$ cat src/rtl/aes_pkg.sv
// Shared AES byte-stream definitions: block size, permutation mode and the
// helpers that map output positions to input positions.
package aes_pkg;

  localparam int STATE_BYTES = 16;

  typedef enum logic [1:0] {
    SHIFT  = 2'b00,
    INV    = 2'b01,
    BYPASS = 2'b10
  } mode_e;

  // Raw mode field to internal mode; inverse folds to bypass when not built.
  function automatic mode_e decode_mode(input logic [1:0] raw, input logic inv_en);
    mode_e m;
    case (raw)
      2'b00:   m = SHIFT;
      2'b01:   m = inv_en ? INV : BYPASS;
      default: m = BYPASS;
    endcase
    return m;
  endfunction

  // Input byte index feeding output byte j (j = row + 4*col, column-major).
  function automatic logic [3:0] src_index(input mode_e mode, input logic [3:0] j);
    logic [1:0] r;
    logic [1:0] c;
    logic [1:0] cs;
    r = j[1:0];
    c = j[3:2];
    case (mode)
      SHIFT:   cs = c + r;
      INV:     cs = c - r;
      default: cs = c;
    endcase
    return {cs, r};
  endfunction

  // Accepted-byte count at which output byte j may be loaded. The first
  // output bytes are held back so the block then streams without gaps.
  function automatic logic [4:0] ready_count(input logic [3:0] j);
    return (j < 4'd3) ? ({1'b0, j} + 5'd13) : 5'd16;
  endfunction

endpackage

$ cat src/rtl/sr_bank.sv
// One 16-entry block buffer: storage, write index, occupied/full flags and
// the mode captured with byte 0 of the block being written.
module sr_bank
  import aes_pkg::*;
#(
  parameter int DW = 8
) (
  input  logic          clk,
  input  logic          rst,
  input  logic          wr_en,
  input  logic [DW-1:0] wr_data,
  input  mode_e         wr_mode,
  input  logic          clr,
  input  logic [3:0]    rd_addr,
  output logic [DW-1:0] rd_data,
  output logic [3:0]    wr_idx,
  output logic          occupied,
  output logic          full,
  output mode_e         mode
);

  logic [DW-1:0] mem [STATE_BYTES];

  // Byte storage; contents are don't-care after reset.
  always_ff @(posedge clk) begin
    if (wr_en) mem[wr_idx] <= wr_data;
  end

  assign rd_data = mem[rd_addr];

  // Fill tracking: occupied from byte 0, full after byte 15, cleared on release.
  always_ff @(posedge clk) begin
    if (rst) begin
      wr_idx   <= '0;
      occupied <= 1'b0;
      full     <= 1'b0;
      mode     <= SHIFT;
    end else if (clr) begin
      wr_idx   <= '0;
      occupied <= 1'b0;
      full     <= 1'b0;
    end else if (wr_en) begin
      wr_idx <= wr_idx + 4'd1;
      if (wr_idx == 4'd0) begin
        occupied <= 1'b1;
        mode     <= wr_mode;
      end
      if (wr_idx == 4'd15) full <= 1'b1;
    end
  end

endmodule

$ cat src/rtl/shift_rows_stream.sv
// Streaming AES ShiftRows / InvShiftRows / bypass permuter. Two ping-pong
// block buffers feed a registered output holding stage; output byte j is
// loaded once enough of its block has arrived, forwarding in_data when the
// needed byte is being written on the same edge.
module shift_rows_stream
  import aes_pkg::*;
#(
  parameter int DW     = 8,
  parameter int INV_EN = 1
) (
  input  logic          clk,
  input  logic          rst,
  input  logic          in_valid,
  output logic          in_ready,
  input  logic [DW-1:0] in_data,
  input  logic [1:0]    in_mode,
  output logic          out_valid,
  input  logic          out_ready,
  output logic [DW-1:0] out_data,
  output logic          out_last
);

  logic          wr_bank;
  logic          rd_bank;
  logic          out_bank;
  logic [3:0]    rd_idx;
  logic          out_valid_q;
  logic          out_last_q;
  logic [DW-1:0] out_data_q;

  logic [1:0]    bk_wr_en;
  logic [1:0]    bk_clr;
  logic [1:0]    bk_occ;
  logic [1:0]    bk_full;
  logic [3:0]    bk_wr_idx  [2];
  logic [DW-1:0] bk_rd_data [2];
  mode_e         bk_mode    [2];

  mode_e         wr_mode_dec;
  logic [3:0]    rd_addr;
  logic          in_fire;
  logic          out_fire;
  logic          same_bank_wr;
  logic          fwd;
  logic          eligible;
  logic          load;
  logic [4:0]    rd_count;
  logic [DW-1:0] load_data;

  assign wr_mode_dec = decode_mode(in_mode, INV_EN != 0);

  for (genvar b = 0; b < 2; b++) begin : g_bank
    sr_bank #(.DW(DW)) u_bank (
      .clk      (clk),
      .rst      (rst),
      .wr_en    (bk_wr_en[b]),
      .wr_data  (in_data),
      .wr_mode  (wr_mode_dec),
      .clr      (bk_clr[b]),
      .rd_addr  (rd_addr),
      .rd_data  (bk_rd_data[b]),
      .wr_idx   (bk_wr_idx[b]),
      .occupied (bk_occ[b]),
      .full     (bk_full[b]),
      .mode     (bk_mode[b])
    );
  end

  // Only a completely written bank that is still draining blocks the input.
  assign in_ready = !rst && !(bk_occ[wr_bank] && bk_full[wr_bank]);
  assign in_fire  = in_valid && in_ready;
  assign out_fire = out_valid_q && out_ready;

  // Bank strobes, read address mapping and load eligibility.
  always_comb begin
    bk_wr_en          = '0;
    bk_wr_en[wr_bank] = in_fire;
    bk_clr            = '0;
    bk_clr[out_bank]  = out_fire && out_last_q;
    rd_addr           = src_index(bk_mode[rd_bank], rd_idx);
    same_bank_wr      = in_fire && (wr_bank == rd_bank);
    fwd               = same_bank_wr && (bk_wr_idx[rd_bank] == rd_addr);
    load_data         = fwd ? in_data : bk_rd_data[rd_bank];
    rd_count          = bk_full[rd_bank] ? 5'd16 : {1'b0, bk_wr_idx[rd_bank]};
    eligible          = (rd_count + (same_bank_wr ? 5'd1 : 5'd0)) >= ready_count(rd_idx);
    load              = eligible && (!out_valid_q || out_ready);
  end

  // Bank pointers, read index and the output holding register.
  always_ff @(posedge clk) begin
    if (rst) begin
      wr_bank     <= 1'b0;
      rd_bank     <= 1'b0;
      out_bank    <= 1'b0;
      rd_idx      <= '0;
      out_valid_q <= 1'b0;
      out_last_q  <= 1'b0;
      out_data_q  <= '0;
    end else begin
      if (in_fire && (bk_wr_idx[wr_bank] == 4'd15)) wr_bank <= !wr_bank;
      if (load) begin
        out_valid_q <= 1'b1;
        out_data_q  <= load_data;
        out_last_q  <= (rd_idx == 4'd15);
        out_bank    <= rd_bank;
        rd_idx      <= rd_idx + 4'd1;
        if (rd_idx == 4'd15) rd_bank <= !rd_bank;
      end else if (out_fire) begin
        out_valid_q <= 1'b0;
        out_last_q  <= 1'b0;
      end
    end
  end

  assign out_valid = out_valid_q && !rst;
  assign out_last  = out_last_q && !rst;
  assign out_data  = rst ? '0 : out_data_q;

endmodule
$ cat config.mk
export PLATFORM = sky130hd
export DESIGN_NAME = shift_rows_stream
export DESIGN_NICKNAME = d
export VERILOG_FILES = /design/src/rtl/aes_pkg.sv /design/src/rtl/sr_bank.sv /design/src/rtl/shift_rows_stream.sv
export SDC_FILE = /design/constraint.sdc
export NUM_CORES = 1
export LEC_CHECK = 0
export CAP_MARGIN = 10
export CELL_PAD_IN_SITES_DETAIL_PLACEMENT = 0
export CELL_PAD_IN_SITES_GLOBAL_PLACEMENT = 1
export CORE_ASPECT_RATIO = 1.4
export CORE_UTILIZATION = 49
export DETAILED_ROUTE_END_ITERATION = 8
export GPL_ROUTABILITY_DRIVEN = 1
export PLACE_DENSITY = 0.8
export SKIP_LAST_GASP = 1
export SYNTH_ARGS = -nofsm -noshare
export SYNTH_HDL_FRONTEND = slang
export SYNTH_SLANG_ARGS = --single-unit
$ cat constraint.sdc
create_clock -name clk -period 4.36 [get_ports clk]
set_clock_uncertainty 0.15 [all_clocks]
set_input_delay 0.872 -clock clk [delete_from_list [all_inputs] [get_ports clk]]
set_output_delay 0.872 -clock clk [all_outputs]
set_load 0.01 [all_outputs]
==> flow_summary.toml <==
[pwr]
p_leak_nw = 4.35
p_total_w = 0.00553
swShare_pct = 19.6
p_int_w = 0.00444
p_clk_share_pct = 43.0
power_density_nw_per_um2 = 404
comb_power_share_pct = 2.3
power_frac_seq_pct = 54.7
ir_drop_mv = 0.293
switchingPower_w = 0.00109

[floorplanning]
die_area_um2 = 25000
core_um2 = 24000
initial_core_util_pct = 49.9
rows = 67
die_y_um = 187
dieWidth_um = 134
io_pins = 25

[worst_setup_path]
r2r_setup_slack_ps = 710
r2r-end = "out_last_q"
reg2reg_from = "rd_bank"
critPathCaptureType = "register"
crit_path_start = "rst"
crit_type = "in2reg"
cp_max_fo = 16
r2r_cells = 13
cp.arrival_ps = 4080
critical_path_required_ps = 4620
crit_path_start_kind = "primary input"

[clock_network]
clock_path_buffers = 3
root_buffer = "clkbuf_16"
cts_hold_buf = 0
clock_latency_ps = 530
cts_tree = "yes"
clkSlewWorstSetupHoldPaths_ps = 70
cts_htree_levels = 1
cts_resized = 0
cts_buffers = 27
post-cts-setup-buffers = 0
cts.sink_count = 289

[sta]
setup_tns_ps = 0
maxSlewViolCount = 0
layout_min_cycle_time_ps = 3820
finalSetupViolCount = 0
hold_viol = 0
rsz0062_at_grt = "no"
fin_crit_sh_pct = 87.6
worst_slew_pin_slew_ps = 1230
fmax_mhz = 262
slew_headroom_pct = 18.1

[global_routing]
antenna_found_initial = 0
grt-ovfl-total = 0
grt_pass1_vias = 6396
grt_max_degree = 73
grt_pass1_wl_um = 38400
grt_use_total_pct = 20.9

[hold_path]
worstHoldStart = "g_bank[1].u_bank.mode[1]"
hold_depth = 2
holdPathEnd = "g_bank[1].u_bank.mode[1]"
holdCritPathClass = "reg2reg"

[yosys]
synth_top_family_by_area = "multiplexers"
synth_compound_area_share_pct = 2.93
ys_ff_latch = 289
synth_top_area_share_pct = 64.3
synth.largest_area_cell = "edfxtp_1"
synth.most_common_cell = "edfxtp_1"
synthArstFlopShare_pct = 0
seq_area_frac_synth_pct = 69.8
yosys.area_share.xor_xnor_pct = 1.24
yosys.area_share.adder_pct = 1.78
synth_cell_types = 45
muxShareOfSynthArea_pct = 17.3
avgSynthCellArea_um2 = 18.3
synthTopCellsByCount = "edfxtp_1 (256), mux4_2 (80), nor2_1 (62)"
synth_area_leaders = "edfxtp_1 (64%), mux4_2 (15%), dfxtp_1 (5.5%)"
netlist_area_um2 = 12000
synth_edf_count = 256
synthCells = 655
yosys.area_share.simple_pct = 5.48
synth_top_flop_cell = "edfxtp_1"
synthesis.nets = 686
yosys_warnings = 0

[routing]
drc_errors = 0
via_per_inst = 5.89
drt-total-wl_um = 25200
vias = 6124
ant_nets = 0
drtPass1Iterations = 5
drt_iter0_markers = 510
wl_per_cell_um = 24.3

[placement]
gp_congestion = 0.853
io_buffers = 24
dpl.hpwl_um = 16700

[cells_and_area]
drive_above_1_share_pct = 23.9
syn2layout_area_growth_pct = 14.3
nets = 740
multiInputGateArea_um2 = 3440
antenna_cells = 0
n_fill_cell = 1797
regArea_um2 = 8350

[run_status]
run_status = "completed"

[flow_run]
max-cap-violations = 0
## cell families (layout without fill, tap and decap cells)
family / count (synthesis) / count (layout)
xor+xnor: 17 / 17
buf+inv: 43 / 117
flops: 289 / 289
simple gates: 140 / 140
mux: 105 / 105
compound gates: 44 / 44
fa+ha+maj: 17 / 17
## power by group through the flow
stage | Clock, W | Sequential [W] | Combinational (W)
after global placement | 0 | 0.00308 | 0.000115
after floorplan | 0 | 0.00308 | 0.0000435
after global routing | 0.00251 | 0.00302 | 0.000139
final | 0.00237 | 0.00302 | 0.000129
after CTS | 0.00241 | 0.00302 | 0.000121
after detailed placement | 0 | 0.00308 | 0.000120
## worst max path at each step
| stage | end | slack (ps) |
|---|---|---|
| after floorplan | out_bank | 60 |
| after CTS | out_data_q[5] | 550 |
| after global routing | out_last_q | 340 |
| final | out_last_q | 540 |
| after detailed placement | out_last_q | 20 |
| after global placement | out_last_q | 100 |
## cells in the final DEF, fill, tap and decap left out, types with 4 or more instances in the layout
| master | count |
|---|---|
| o21ai_1 | 8 |
| clkdlybuf4s50_1 | 24 |
| a21oi_1 | 7 |
| a22oi_1 | 8 |
| nand2_1 | 24 |
| inv_1 | 11 |
| nand4_1 | 4 |
| clkinv_1 | 4 |
| edfxtp_1 | 256 |
| ha_1 | 17 |
| nor3_1 | 12 |
| nand3_1 | 10 |
| dfxtp_1 | 31 |
| xnor2_1 | 10 |
| nand2b_1 | 6 |
| buf_4 | 29 |
| nor2_1 | 62 |
| xor2_1 | 7 |
| mux2i_1 | 19 |
| bufinv_16 | 4 |
| clkbuf_16 | 28 |
| nor2b_1 | 10 |
| mux4_2 | 80 |
| clkinv_2 | 6 |
## routing by layer
| layer | vias up | part of all wire, % | global-route usage (%) |
|---|---|---|---|
| li1 | 2724 | - | - |
| met1 | 3198 | 39 | 25.7 |
| met2 | 160 | 53 | 36.8 |
| met3 | 42 | 4.2 | 3.04 |
| met4 | 0 | 3.7 | 8.30 |
| met5 | - | 0 | 0 |
## state kept, by name, summed over array words and instances (netlist names)
signal and count:
out_data_q 8, g_bank.u_bank.wr_idx 8, g_bank.u_bank.mem 256, out_valid_q 1
g_bank.u_bank.full 2, g_bank.u_bank.mode 4, out_bank 1, out_last_q 1
rd_bank 1, wr_bank 1, g_bank.u_bank.occupied 2, rd_idx 4
## critical path, stage by stage
cell and delay (ps):
clkdlybuf4s50_1 520, inv_1 70, and4b_1 180, mux2_2 270, ha_1 220, ha_1 220
a311oi_1 300, nor2_1 90, ha_1 330, nand3_1 80, nand2_1 60, a41oi_2 250
buf_4 270, nor2_1 100, a31oi_1 140, a21oi_1 90
## area by class of cell
cell class,count,area share (%)
multi-input combinational,323,25.2
timing repair buffer,57,3.95
clock inverter,21,1.63
sequential,289,61.1
clock buffer,28,4.97
inverter,11,0.302
tap,310,2.84
## per-stage QoR
step                      cell area, um^2  std cells  hold WS [ps]  setup WS [ps]  utilization (%)
after detailed placement            12700        986           316           19.8             52.9
after global placement              12700        986           310           97.8             52.9
after global routing                13700       1039           361            336             57.0
after CTS                           13600       1035           326            552             56.7
final                               13700       1039           325            540             57.0
after floorplan                     12000        655           296           61.7                -
Note: power is estimated with default switching activity, not from simulation.
==> RTL edit: new RTL, same flow settings <==
`DW` is set to 8 in 2 places; all go to 6.
--- a/src/rtl/sr_bank.sv
+++ b/src/rtl/sr_bank.sv
@@ -3,7 +3,7 @@
 module sr_bank
   import aes_pkg::*;
 #(
-  parameter int DW = 8
+  parameter int DW = 6
 ) (
   input  logic          clk,
   input  logic          rst,
--- a/src/rtl/shift_rows_stream.sv
+++ b/src/rtl/shift_rows_stream.sv
@@ -5,7 +5,7 @@
 module shift_rows_stream
   import aes_pkg::*;
 #(
-  parameter int DW     = 8,
+  parameter int DW     = 6,
   parameter int INV_EN = 1
 ) (
   input  logic          clk,
Interface: changed (resized in_data and out_data); port bits go from 25 to 21. The function was not compared with the original's and may differ.
==> RTL edit against the unedited design <==
Clock power decreased by 25%; worst hold slack improved by 0.023 ns; wire length decreased by 24%; largest power group unchanged; critical path depth down 9; sequential cell count shrank 66; power down 24%; fmax is 7.2% higher; area after synthesis decreased by 21%; register-to-register slack gained 0.09 ns; cell area is 22% lower; combinational power fell by 20%; synthesized cell count fell by 15%; critical endpoint is now out_data_q[4]; setup slack better by 0.26 ns.
==> RTL edit: results (changes against the unedited design) <==
status finished, final reports clean; Tightest Pin Transition 0.9387 ns (-0.2864 ns); post-route insts no fill 850 (-18%); share of cells above drive strength 1 21.78% (-2.1 points); reg2reg path depth 7 (-6); met3 Usage GRT 2.335% (-0.70 points); worst setup path startpoint rd_idx[1]; family with the most delay on the worst path compound AO/OA/AOI/OAI gates; Worst R2R Setup Slack 0.80 ns (+0.09 ns); crit path max fanout 26 (+10); met2 usage 36.27% (-0.53 points); Max VDD drop 232.7 uV (-21%); met1 Use GR 25.80% (+0.10 points); sequential element share of the synthesized area 67.74% (-2.1 points); Synth Instances 554 (-15%); Tot GR Track Use 20.28% (-0.58 points); area post-placement 0.009985 mm2 (-21%); vias post-DR 4,921 (-20%); largest net degree at the start of global routing 34 (-53%); Worst path slowest cell xnor2_1; Clk Latency, worst-skew pair 0.51 ns (-0.02 ns); Largest regs g_bank.u_bank.mem: 192 flops, g_bank.u_bank.wr_idx: 8 flops, out_data_q: 6 flops; wire length per cell 22.52 um (-7.3%); global-route wire length before repair 30,230 um (-21%); placed insts 812 (-18%); worst setup path endpoint out_data_q[4]; Worst Path Arrival 3.80 ns (-0.28 ns); CTS buffer count 21 (-22%); Leak 0.003442 uW (-21%); XOR/XNOR Fraction of Synth Area 1.486% (+0.24 points); Final Total Pwr 4206 uW (-24%); CP max stage delay 0.79 ns (+0.27 ns); Power Combinational 103 uW (-20%); routed wl met2 10,300 um (-23%); Post-Syn Nets 583 (-15%); metal3 WL 831 um (-22%); Final period util 81.75% (-5.9 points); Fill cells 1,409 (-22%); post-DP HPWL 13,020 um (-22%); Hold Path End g_bank[0].u_bank.mode[0]; clk pwr 1780 uW (-25%); Post-Place Setup Slack 0.4284 ns (+0.4086 ns); Hold Path Origin g_bank[0].u_bank.mode[0]; routability-driven placement congestion ratio 0.8683 (+1.8%); post-synthesis compound-gate area fraction 3.371% (+0.44 points)
==> RTL edit: cell count changes in the layout (fill, tap and decap cells not counted), moves of 5 or more <==
| cell | change |
|---|---|
| a21oi_1 | +7 |
| a22oi_1 | -8 |
| a311o_1 | +6 |
| buf_4 | -6 |
| clkbuf_16 | -7 |
| edfxtp_1 | -64 |
| mux2_2 | +6 |
| mux2i_1 | -9 |
| mux4_2 | -20 |
| nand3_1 | -5 |
| o21ai_1 | -8 |
| o2bb2ai_1 | +6 |
==> RTL edit: cell type report <==
type / instances / area, um2 / share of cell area (%)
Clock buffer: 25 / 540.5 / 5.072
Clock inverter: 13 / 132.6 / 1.244
Inverter: 13 / 48.80 / 0.4579
Multi-Input combinational cell: 289 / 2867 / 26.90
Sequential cell: 223 / 6391 / 59.97
Tap cell: 244 / 305.3 / 2.865
Timing Repair Buffer: 43 / 372.9 / 3.498
==> RTL edit: tightest hold or removal path, delay by kind of cell (launching register included) <==
kind          cells  cell delay (ns)
mux               1             0.06
flops             1             0.32
simple gates      1             0.07
